File: src/rtl/div_pkg.sv
// Shared definitions for the iterative divider: FSM state codes, handshake levels, ALU op codes.
package div_pkg;

  typedef enum logic [1:0] {
    DivFree   = 2'b00,
    DivByZero = 2'b01,
    DivOn     = 2'b10,
    DivEnd    = 2'b11
  } div_state_e;

  localparam logic DivResultReady    = 1'b1;
  localparam logic DivResultNotReady = 1'b0;
  localparam logic DivStart          = 1'b1;
  localparam logic DivStop           = 1'b0;

  localparam logic [7:0] EXE_DIV_OP  = 8'b0001_1010;
  localparam logic [7:0] EXE_DIVU_OP = 8'b0001_1011;

endpackage

File: src/rtl/div_step.sv
// One restoring-division iteration: trial-subtract the divisor from the partial remainder and
// shift in the resulting quotient bit.
module div_step #(
  parameter int unsigned DATA_W = 32
) (
  input  logic [2*DATA_W-1:0] work_i,
  input  logic [DATA_W-1:0]   divisor_i,
  output logic [2*DATA_W:0]   work_o
);

  logic [DATA_W:0] diff;

  always_comb begin
    diff = {1'b0, work_i[2*DATA_W-1:DATA_W]} - {1'b0, divisor_i};
    if (diff[DATA_W]) begin
      work_o = {work_i, 1'b0};
    end else begin
      work_o = {diff[DATA_W-1:0], work_i[DATA_W-1:0], 1'b1};
    end
  end

endmodule

File: src/rtl/div.sv
// Iterative restoring divider (DIV/DIVU), one quotient bit per cycle; result = {rem, quot}.
// Optional divide-by-zero flag output enabled by defining DIV_DBZ_FLAG_EN.
module div
  import div_pkg::*;
#(
  parameter int unsigned DATA_W = 32
) (
  input  logic                clk,
  input  logic                rst,
  input  logic                signed_div_i,
  input  logic [DATA_W-1:0]   opdata1_i,
  input  logic [DATA_W-1:0]   opdata2_i,
  input  logic                start_i,
  input  logic                annul_i,
  output logic [2*DATA_W-1:0] result_o,
  output logic                ready_o
`ifdef DIV_DBZ_FLAG_EN
  ,
  output logic                divzero_o
`endif
);

  localparam int unsigned CntW = $clog2(DATA_W + 1);
  localparam logic [CntW-1:0] CntLast = CntW'(DATA_W);

  div_state_e          state_q, state_d;
  logic [CntW-1:0]     cnt_q, cnt_d;
  logic [2*DATA_W:0]   work_q, work_d;
  logic [DATA_W-1:0]   divisor_q, divisor_d;
  logic                sign1_q, sign1_d, sign2_q, sign2_d, signed_q, signed_d;
  logic [2*DATA_W-1:0] result_q, result_d;
  logic                ready_q, ready_d;
  logic [2*DATA_W:0]   step_work;
  logic [DATA_W-1:0]   op1_abs, op2_abs, quot_fix, rem_fix;
  logic                accept;

  div_step #(
    .DATA_W (DATA_W)
  ) u_step (
    .work_i    (work_q[2*DATA_W-1:0]),
    .divisor_i (divisor_q),
    .work_o    (step_work)
  );

  assign accept = start_i && !annul_i;

  always_ff @(posedge clk or negedge rst) begin
    if (!rst) begin
      state_q <= DivFree;
    end else begin
      state_q <= state_d;
    end
  end

  always_comb begin
    state_d = state_q;
    unique case (state_q)
      DivFree:   if (accept) state_d = (opdata2_i == '0) ? DivByZero : DivOn;
      DivByZero: state_d = annul_i ? DivFree : DivEnd;
      DivOn: begin
        if (annul_i) begin
          state_d = DivFree;
        end else if (cnt_q == CntLast) begin
          state_d = DivEnd;
        end
      end
      DivEnd:    if (start_i == DivStop) state_d = DivFree;
      default:   state_d = DivFree;
    endcase
  end

  always_comb begin
    op1_abs  = (signed_div_i && opdata1_i[DATA_W-1]) ? -opdata1_i : opdata1_i;
    op2_abs  = (signed_div_i && opdata2_i[DATA_W-1]) ? -opdata2_i : opdata2_i;
    quot_fix = (signed_q && (sign1_q ^ sign2_q)) ? -work_q[DATA_W-1:0] : work_q[DATA_W-1:0];
    rem_fix  = (signed_q && sign1_q) ? -work_q[2*DATA_W:DATA_W+1] : work_q[2*DATA_W:DATA_W+1];

    cnt_d     = cnt_q;
    work_d    = work_q;
    divisor_d = divisor_q;
    sign1_d   = sign1_q;
    sign2_d   = sign2_q;
    signed_d  = signed_q;
    result_d  = result_q;
    ready_d   = ready_q;

    unique case (state_q)
      DivFree: begin
        if (accept && opdata2_i != '0) begin
          cnt_d     = '0;
          work_d    = {{DATA_W{1'b0}}, op1_abs, 1'b0};
          divisor_d = op2_abs;
          sign1_d   = opdata1_i[DATA_W-1];
          sign2_d   = opdata2_i[DATA_W-1];
          signed_d  = signed_div_i;
        end
      end
      DivByZero: begin
        if (!annul_i) result_d = '0;
      end
      DivOn: begin
        if (annul_i) begin
          cnt_d = '0;
        end else if (cnt_q != CntLast) begin
          work_d = step_work;
          cnt_d  = cnt_q + 1'b1;
        end else begin
          result_d = {rem_fix, quot_fix};
          ready_d  = DivResultReady;
        end
      end
      DivEnd: begin
        if (start_i == DivStop) begin
          result_d = '0;
          ready_d  = DivResultNotReady;
        end else begin
          // The divide-by-zero path reaches END with ready low; raise it here.
          ready_d = DivResultReady;
        end
      end
      default: ;
    endcase
  end

  always_ff @(posedge clk or negedge rst) begin
    if (!rst) begin
      cnt_q     <= '0;
      work_q    <= '0;
      divisor_q <= '0;
      sign1_q   <= 1'b0;
      sign2_q   <= 1'b0;
      signed_q  <= 1'b0;
      result_q  <= '0;
      ready_q   <= DivResultNotReady;
    end else begin
      cnt_q     <= cnt_d;
      work_q    <= work_d;
      divisor_q <= divisor_d;
      sign1_q   <= sign1_d;
      sign2_q   <= sign2_d;
      signed_q  <= signed_d;
      result_q  <= result_d;
      ready_q   <= ready_d;
    end
  end

  assign result_o = result_q;
  assign ready_o  = ready_q;

`ifdef DIV_DBZ_FLAG_EN
  logic divzero_q, divzero_d;

  always_comb begin
    divzero_d = divzero_q;
    if (state_q == DivByZero && !annul_i) begin
      divzero_d = 1'b1;
    end else if (state_q == DivEnd && start_i == DivStop) begin
      divzero_d = 1'b0;
    end
  end

  always_ff @(posedge clk or negedge rst) begin
    if (!rst) begin
      divzero_q <= 1'b0;
    end else begin
      divzero_q <= divzero_d;
    end
  end

  assign divzero_o = divzero_q;
`endif

endmodule

File: config.mk
export PLATFORM = sky130hd
export DESIGN_NAME = div
export DESIGN_NICKNAME = d
export VERILOG_FILES = /design/src/rtl/div_pkg.sv /design/src/rtl/div_step.sv /design/src/rtl/div.sv
export SDC_FILE = /design/constraint.sdc
export NUM_CORES = 1
export LEC_CHECK = 0
export CELL_PAD_IN_SITES_DETAIL_PLACEMENT = 0
export CELL_PAD_IN_SITES_GLOBAL_PLACEMENT = 1
export CORE_AREA = 2 2 165 167
export CTS_CLUSTER_SIZE = 10
export DETAILED_ROUTE_END_ITERATION = 10
export DIE_AREA = 0 0 167 169
export PLACE_DENSITY_LB_ADDON = 0.1
export SLEW_MARGIN = 20
export SYNTH_ARGS = -nofsm -noshare
export SYNTH_HDL_FRONTEND = slang
export SYNTH_SLANG_ARGS = --single-unit
File: constraint.sdc
create_clock -name clk -period 3.2 [get_ports clk]
set_input_delay 0.64 -clock clk [delete_from_list [all_inputs] [get_ports clk]]
set_output_delay 0.64 -clock clk [all_outputs]
set_load 0.01 [all_outputs]
== Word level (Yosys, flattened, before mapping) ==
Cells that the tools add are included.

* $add $sub $neg: 6
* Multipliers: 0
* Divide/modulo/power cells: 0
* Magnitude comparators: 0
* Equality and inequality tests: 14
* Shift-type cells: 0
* Multiplexer cells: 29
* Bitwise logic cells: 1
* Reduce and logical (&&, ||, !) cells: 19

{| class="wikitable"
|+ Operators by type and width
! kind !! count
|-
| $mux W65 || 4
|-
| $mux W64 || 4
|-
| $pmux W64 S3 || 1
|-
| $pmux W65 S2 || 1
|-
| $mux W32 || 4
|-
| $neg A32 Y32 || 4
|-
| $sub A32 B32 Y33 || 1
|-
| $logic_not A32 Y1 || 1
|-
| $reduce_bool A32 Y1 || 1
|-
| $mux W6 || 3
|-
| $ne A2 B2 Y1 const B || 7
|-
| $mux W2 || 6
|-
| $pmux W6 S2 || 1
|-
| $reduce_and A3 Y1 || 3
|-
| $pmux W2 S4 || 1
|-
| $add A6 B1 Y6 const B || 1
|-
| $eq A6 B6 Y1 const B || 1
|-
| $logic_and A1 B1 Y1 || 6
|-
| $ne A3 B3 Y1 const B || 2
|-
| $ne A6 B6 Y1 const B || 1
|-
| $reduce_and A5 Y1 || 1
|-
| $eq A2 B2 Y1 const B || 2
|-
| $reduce_and A4 Y1 || 1
|-
| $reduce_bool A2 Y1 || 2
|-
| other kinds (8) || 10
|}

* Register bits after elaboration: 173
* Latch bits: 0
* Memory bits (writable): 0
* ROM bits: 0
* Input bits: 69
* Output and inout bits: 65
* Logic and storage cells: 78
* Memories kept: 0

== Depth between registers and ports, before layout ==
Gate-level depths: netlist of the first run.

* Word-level depth: 6
* Depth in mapped cells: 13

== Modules after synthesis ==
Synthesis of the first run repeated with hierarchy kept, for this count alone.

* Cell total of the unflattened synthesis: 1432
* Area total of the unflattened synthesis: 11890.2 µm²

{| class="wikitable"
|+ By module, submodules not included
! module !! times used !! cells each !! area each (µm²)
|-
| div || 1 || 1044 || 9427.8
|-
| div_step || 1 || 388 || 2462.4
|}

== Worst setup path before layout of the first run ==
No wires, ideal clock.

* Path type: in2reg
* Start: input port opdata2_i[7]
* End: register work_q[35]
* Setup time: 0.083 ns
* Arrival: 2.903 ns
* Data required time: 3.117 ns
* Slack: 0.214 ns
* Stages on the path: 11
* Buffers on the path: 3
* Cell sequence: or4_4 > or4_4 > nor4b_4 > a31oi_2 > a21oi_4 > a21o_1 > buf_4 > buf_6 > buf_6 > nand2_1 > o21ai_0

* Word-level cells in the longest chain between the ends: 4

{| class="wikitable"
|+ Ends and longest elaborated chain
! item !! RTL line !! RTL
|-
| start, declared || div.sv:12 || <nowiki>input logic [DATA_W-1:0] opdata2_i,</nowiki>
|-
| $reduce_bool A32 Y1 || div.sv:89 || <nowiki>if (accept && opdata2_i != '0) begin</nowiki>
|-
| $logic_and A1 B1 Y1 || div.sv:89 ||
|-
| $ne A2 B2 Y1 (no line) || - ||
|-
| $reduce_and A4 Y1 (no line) || - ||
|-
| end signal, assigned || div.sv:137 || <nowiki>work_q <= work_d;</nowiki>
|-
| end, declared || div.sv:28 || <nowiki>logic [2*DATA_W:0] work_q, work_d;</nowiki>
|}

No other way between the ends.
A chain may end at the register's enable or synchronous reset.

== Final worst setup path of the first run ==
* Start: input port opdata1_i[9]
* End: register work_q[31]

* Word-level cells in the longest chain between the ends: 4

{| class="wikitable"
|+ Ends and longest elaborated chain
! item !! RTL line !! RTL
|-
| start, declared || div.sv:11 || <nowiki>input logic [DATA_W-1:0] opdata1_i,</nowiki>
|-
| $neg A32 Y32 || div.sv:73 || <nowiki>op1_abs = (signed_div_i && opdata1_i[DATA_W-1]) ? -opdata1_i : opdata1_i;</nowiki>
|-
| $mux W32 || div.sv:73 ||
|-
| $mux W65 || div.sv:89 ||
|-
| $pmux W65 S2 || div.sv:87 || <nowiki>unique case (state_q)</nowiki>
|}

No other way between the ends. The select of a mux whose other input is x is not followed.

==> flow_summary.json, run 1 <==
{
  "synth-seq-cells": 173,
  "synth_area_per_cell_um2": 8.27,
  "drt_pass1_iterations": 6,
  "path_cells": "clkdlybuf4s50_1 > or3_1 > or4_1 > or3_1 > nor4_4 > buf_4 > a21oi_1 > xnor2_1 > nor2_1 > a21oi_1 > o21ai_1",
  "cts_max_path_buffers": 2,
  "start_util_pct": 42.5,
  "maxCapViolations": 0,
  "die_w_um": 167,
  "worst_path_largest_cell_delay_ns": 0.47,
  "powerDensity_nw_per_um2": 732,
  "critPathLaunchType": "input port",
  "ys.flop_type": "dfrtp_1",
  "synth_edf_count": 0,
  "setup_tns_ns": 0,
  "grt_pass1_vias": 9482,
  "fin_nets": 1679,
  "arrival_ns": 3.36,
  "outcome": "completed",
  "whs_ns": 0.158,
  "die_h_um": 169,
  "postRouteAntennaNets": 0,
  "num_rows": 60,
  "reg2reg_depth": 14,
  "crit_required_ns": 3.52,
  "dp_hpwl_um": 22900,
  "clock-root-buffer": "clkbuf_16",
  "clock_sinks": 173,
  "gp_congestion": 0.881,
  "nFillCells": 2547,
  "ys_types": 61,
  "boundaryPins": 134,
  "track_usage_pct": 21.4,
  "h-tree-depth": 4,
  "drtIter0Drc": 703,
  "power.switching_mw": 4.59,
  "synth_seq_area_share_pct": 38.4,
  "cts_buffers": 17,
  "antenna_found_initial": 0,
  "postCtsHoldBufs": 0,
  "drive_gt1_share_pct": 10.5,
  "peakVddDrop_mv": 0.537,
  "drc_errors": 0,
  "finalSetupViolations": 0,
  "syn_area_um2": 11300,
  "grt_overflow_total": 0,
  "leakage_nw": 6.26,
  "viasPerCell": 5.22,
  "n_antenna_cell": 0,
  "clk_latency_ns": 0.44,
  "hold_path.class": "in -> async",
  "areaGrowthSynthToFinish_pct": 27.3,
  "regToRegEndpoint": "work_q[44]",
  "core_area_um2": 26500,
  "slew_viol_final": 0,
  "p_total_mw": 10.5,
  "skew_ns": 0.0140,
  "r2r-start": "work_q[32]",
  "drt-total-wl_um": 30200,
  "pwr-share-seq_pct": 30.2,
  "netlist_instances": 1363,
  "fin_crit_sh_pct": 95.0,
  "slowest_stage": "or4_1",
  "grt_max_degree": 77,
  "grt_pass1_wl_um": 49100,
  "worst-setup-path-type": "in -> reg",
  "pwr-share-comb_pct": 51.3,
  "clock.fmax_ghz": 0.329,
  "ys_warn_count": 0,
  "hold_violations": 0,
  "async_flop_share_pct": 100,
  "p_int_mw": 5.91,
  "timing.slew.headroom_pct": 48.3,
  "synth_fp_nets": 1476,
  "cts_tree": "done",
  "worst_pin_slew_ns": 0.776,
  "r2r_slack_ns": 0.18,
  "path_buf_inv": 2,
  "clk_pin_slew_worst_paths_ns": 0.07,
  "cp_max_fo": 6,
  "min_period_ns": 3.04,
  "clock_power_share_pct": 18.5,
  "wl_per_cell_um": 15.7,
  "grt_setup_unrepaired": "no",
  "io_buffers": 133,
  "worstSetupEndpointType": "register",
  "dieArea_um2": 28200,
  "sw_frac_of_total_pct": 43.7,
  "num_vias": 10000,
  "cp_top_family": "simple AND/OR/NAND/NOR gates"
}
power by group through the flow:
stage               logic (mW)  clock network, mW  registers [mW]
floorplan                 3.73                  0            3.11
global placement          5.28                  0            3.20
detailed placement        5.32                  0            3.21
CTS                       5.35               2.00            3.17
global route              6.06               2.08            3.25
finish                    5.39               1.95            3.17
stage by stage:
| step | instances | area, um^2 | worst slack, ns | util [%] |
|---|---|---|---|---|
| floorplan | 1363 | 11300 | 0.214 | - |
| global placement | 1885 | 13700 | -0.273 | 51.7 |
| detailed placement | 1885 | 13700 | -0.311 | 51.7 |
| CTS | 1917 | 14200 | 0.0671 | 53.8 |
| global route | 1920 | 14400 | 0.00795 | 54.2 |
| finish | 1920 | 14400 | 0.160 | 54.2 |
worst max-delay path by stage:
stage	slack [ns]	startpoint	end	depth (start not counted)
finish	0.16	opdata1_i[9]	work_q[31]	11
floorplan	0.21	opdata2_i[7]	work_q[35]	11
global route	0.008	work_q[32]	work_q[55]	13
CTS	0.07	work_q[32]	work_q[63]	13
global placement	-0.27	opdata1_i[9]	work_q[31]	11
detailed placement	-0.31	opdata2_i[7]	work_q[48]	11
metal layers:
| metal | up-vias | wire (um) | global-route usage (%) |
|---|---|---|---|
| met3 | 28 | 1060 | 2.95 |
| met4 | 0 | 550 | 6.26 |
| li1 | 5142 | - | - |
| met2 | 204 | 13500 | 34.2 |
| met1 | 4650 | 15100 | 30.4 |
| met5 | - | 0 | 0 |
area by class of cell:
cell class / instances / area, um^2 / area share (%)
flip-flops and latches: 173 / 4330 / 30.2
repair buffers: 245 / 2320 / 16.2
well taps: 341 / 427 / 2.97
clock buffers: 19 / 433 / 3.02
inverters: 60 / 225 / 1.57
clock inverters: 13 / 104 / 0.724
multi-input cells: 1069 / 6510 / 45.4
cell usage after synthesis (4+ instances only):
master	count	area share, %
a21o_1	16	1.1
a21oi_1	125	5.5
a31oi_1	10	0.55
and2_1	5	0.28
and3_1	7	0.39
buf_1	6	0.20
buf_2	6	0.27
buf_6	4	0.40
clkbuf_1	42	1.4
dfrtp_1	173	38
ha_1	43	4.8
inv_1	60	2.0
mux2_2	4	0.40
mux2i_1	24	2.1
nand2_1	220	7.3
nand2b_1	9	0.50
nand3_1	14	0.62
nor2_1	117	3.9
nor2b_1	7	0.39
nor3_1	15	0.67
nor4_1	12	0.67
o211ai_1	4	0.27
o21a_1	5	0.33
o21ai_0	165	7.3
o21ai_1	7	0.31
o221ai_1	9	0.70
o31ai_1	31	2.1
o41ai_1	9	0.70
or2_2	4	0.22
or3_1	12	0.67
or4_1	8	0.53
xnor2_1	76	5.9
xor2_1	72	5.6
state kept, by name (all words and copies together), names as in the netlist:
signal,count
result_o,64
work_q,65
cnt_q,6
signed_q,1
ready_o,1
sign1_q,1
sign2_q,1
state_q,2
divisor_q,32
repair_timing:
| action | in CTS | in global routing |
|---|---|---|
| hold endpoints to repair | 0 | 0 |
| endpoints found under the setup margin | 0 | 21 |
| gates resized for setup | 0 | 7 |
| setup buffers | 0 | 1 |
kinds of logic (layout without fill, tap and decap cells):
family | after synthesis | count (layout) | share of synthesized area, %
DFF | 173 | 173 | 38.4
muxes | 28 | 28 | 2.53
and+or+nand+nor | 443 | 443 | 17.3
buffers and inverters | 121 | 337 | 4.42
AOI/OAI and AO/OA | 406 | 406 | 20.9
adders and majority gates | 44 | 44 | 4.95
xor gates and xnor gates | 148 | 148 | 11.5
cell usage in the layout, fill, tap and decap left out, types with 4 or more instances in the layout:
cell	count
clkdlybuf4s50_1	132
o21ai_0	164
nand2b_1	9
or4_1	8
dfrtp_1	173
nor2b_1	7
clkbuf_16	19
and2_1	5
o31ai_1	28
nand2_1	220
mux2_2	4
o41ai_1	9
ha_1	42
inv_6	7
o211ai_1	4
xnor2_1	76
mux2i_1	24
nor2_1	117
and3_1	7
a21oi_1	125
xor2_1	72
a31oi_1	9
a21o_1	15
o21a_1	5
o21ai_1	7
nand3_1	14
or2_2	4
or3_1	12
o221ai_1	9
nor3_1	15
buf_4	101
buf_12	9
inv_1	60
nor4_1	12
Power figures use the tool's default switching activity.
==> run 2: changes to the inputs <==
--- a/config.mk
+++ b/config.mk
@@ -12,6 +12,7 @@
 export DETAILED_ROUTE_END_ITERATION = 10
 export DIE_AREA = 0 0 167 169
 export PLACE_DENSITY_LB_ADDON = 0.1
+export RECOVER_POWER = 100
 export SLEW_MARGIN = 20
 export SYNTH_ARGS = -nofsm -noshare
 export SYNTH_HDL_FRONTEND = slang
==> flow_summary.json, run 2 (same netlist as run 1, synthesis figures left out) <==
{
  "outcome": "completed",
  "peakVddDrop_mv": 0.558,
  "critPathLaunchType": "input port",
  "crit_end": "work_q[60]",
  "start_util_pct": 42.5,
  "areaGrowthSynthToFinish_pct": 26.6,
  "clk_pin_slew_worst_paths_ns": 0.07,
  "skew_ns": 0.0139,
  "clock.fmax_ghz": 0.327,
  "cts_tree": "done",
  "clk_latency_ns": 0.43,
  "nFillCells": 2555,
  "r2r-start": "work_q[32]",
  "p_total_mw": 10.4,
  "hold_violations": 0,
  "num_rows": 60,
  "maxCapViolations": 0,
  "top_register": "work_q",
  "dieArea_um2": 28200,
  "grt_setup_unrepaired": "no",
  "worst_pin_slew_ns": 1.47,
  "postCtsHoldBufs": 0,
  "grt_pass1_wl_um": 49100,
  "grt_pass1_vias": 9482,
  "num_vias": 10100,
  "fin_nets": 1679,
  "setup_tns_ns": 0,
  "largest_reg_flops": 65,
  "die_w_um": 167,
  "setup_slack_ns": 0.145,
  "core_area_um2": 26500,
  "drt-total-wl_um": 30300,
  "dp_slack_ns": -0.311,
  "worst-setup-path-type": "in -> reg",
  "drc_errors": 0,
  "crit_start": "opdata2_i[7]",
  "leakage_nw": 6.44,
  "h-tree-depth": 4,
  "antenna_found_initial": 0,
  "fin_crit_sh_pct": 95.5,
  "clock-root-buffer": "clkbuf_16",
  "cts_buffers": 17,
  "arrival_ns": 3.40,
  "gp_congestion": 0.881,
  "cp_max_fo": 27,
  "reg2reg_depth": 14,
  "grt_max_degree": 77,
  "postRouteAntennaNets": 0,
  "drt_pass1_iterations": 5,
  "crit_required_ns": 3.54,
  "r2r_slack_ns": 0.16,
  "track_usage_pct": 21.4,
  "cts_max_path_buffers": 2,
  "die_h_um": 169,
  "slew_viol_final": 0,
  "grt_overflow_total": 0,
  "timing.slew.headroom_pct": 2.32,
  "boundaryPins": 134,
  "hold_path.class": "reg -> reg",
  "min_period_ns": 3.05,
  "clock_sinks": 173,
  "worstSetupEndpointType": "register",
  "final_common_cell": "nand2_1",
  "powerDensity_nw_per_um2": 729,
  "io_buffers": 133,
  "drive_gt1_share_pct": 10.1,
  "viasPerCell": 5.26,
  "mostFrequentLayoutCells": "nand2_1, dfrtp_1, o21ai_0",
  "finalSetupViolations": 0,
  "regToRegEndpoint": "work_q[35]",
  "dp_hpwl_um": 22900,
  "drtIter0Drc": 676,
  "whs_ns": 0.473,
  "wl_per_cell_um": 15.8,
  "n_antenna_cell": 0
}
run 2: cell types whose count changed in the layout (fill, tap and decap cells not counted), moves of 4 or more:
cell / delta
clkbuf_1: +4
buf_4: -10
clkbuf_2: +6
dlygate4sd3_1: +65
clkdlybuf4s50_1: -65
run 2: worst max-delay path, stage by stage:
cell             delay (ns)
clkdlybuf4s50_1        0.43
or4_4                  0.54
or4_1                  0.48
nor4b_4                0.30
buf_4                  0.17
a31oi_4                0.08
a21oi_4                0.15
a21o_4                 0.18
buf_6                  0.26
nand2_1                0.08
o221ai_1               0.08
run 2: per-layer routing:
metal  part of all wire, %  global-route usage, %  vias to the layer above  routed length [um]
met1                    48                   30.4                     4674               14700
met2                    45                   34.2                      235               13700
li1                      -                      -                     5152                   -
met5                     0                      0                        -                   0
met4                   1.9                   6.26                        0                 563
met3                   4.5                   2.95                       32                1380
run 2: power breakdown:
group / switching, mW / internal, mW
Clock: 0.938 / 1.01
Combinational: 3.18 / 2.11
Sequential: 0.459 / 2.71
run 2: layout make-up:
cell class	count	area, um^2	area share, %
multi-input combinational	1069	6510	45.6
clock inverter	13	104	0.728
timing repair buffer	245	2240	15.7
clock buffer	19	433	3.03
sequential	173	4330	30.3
tap	341	427	2.99
inverter	60	225	1.58
run 2: worst min-delay path by stage:
stage / startpoint / end / slack [ns] / cells past startpoint
2_1_floorplan: rst / cnt_q[0] / 0.34 / 0
3_3_place_gp: result_o[22] / result_o[22] / 0.46 / 2
3_5_place_dp: result_o[34] / result_o[34] / 0.47 / 2
4_1_cts: rst / result_o[23] / 0.19 / 1
5_1_grt: result_o[10] / result_o[10] / 0.49 / 2
6_report: result_o[23] / result_o[23] / 0.47 / 2
run 2: per-stage QoR:
| step | area (um^2) | std cells | utilization, % |
|---|---|---|---|
| 2_1_floorplan | 11300 | 1363 | - |
| 3_3_place_gp | 13700 | 1885 | 51.7 |
| 3_5_place_dp | 13700 | 1885 | 51.7 |
| 4_1_cts | 14200 | 1917 | 53.8 |
| 5_1_grt | 14300 | 1920 | 53.8 |
| 6_report | 14300 | 1920 | 53.8 |
run 2: what timing repair did:
item | CTS | global route
setup buffers | 0 | 1
setup endpoints to repair | 0 | 21
resized for setup | 0 | 7
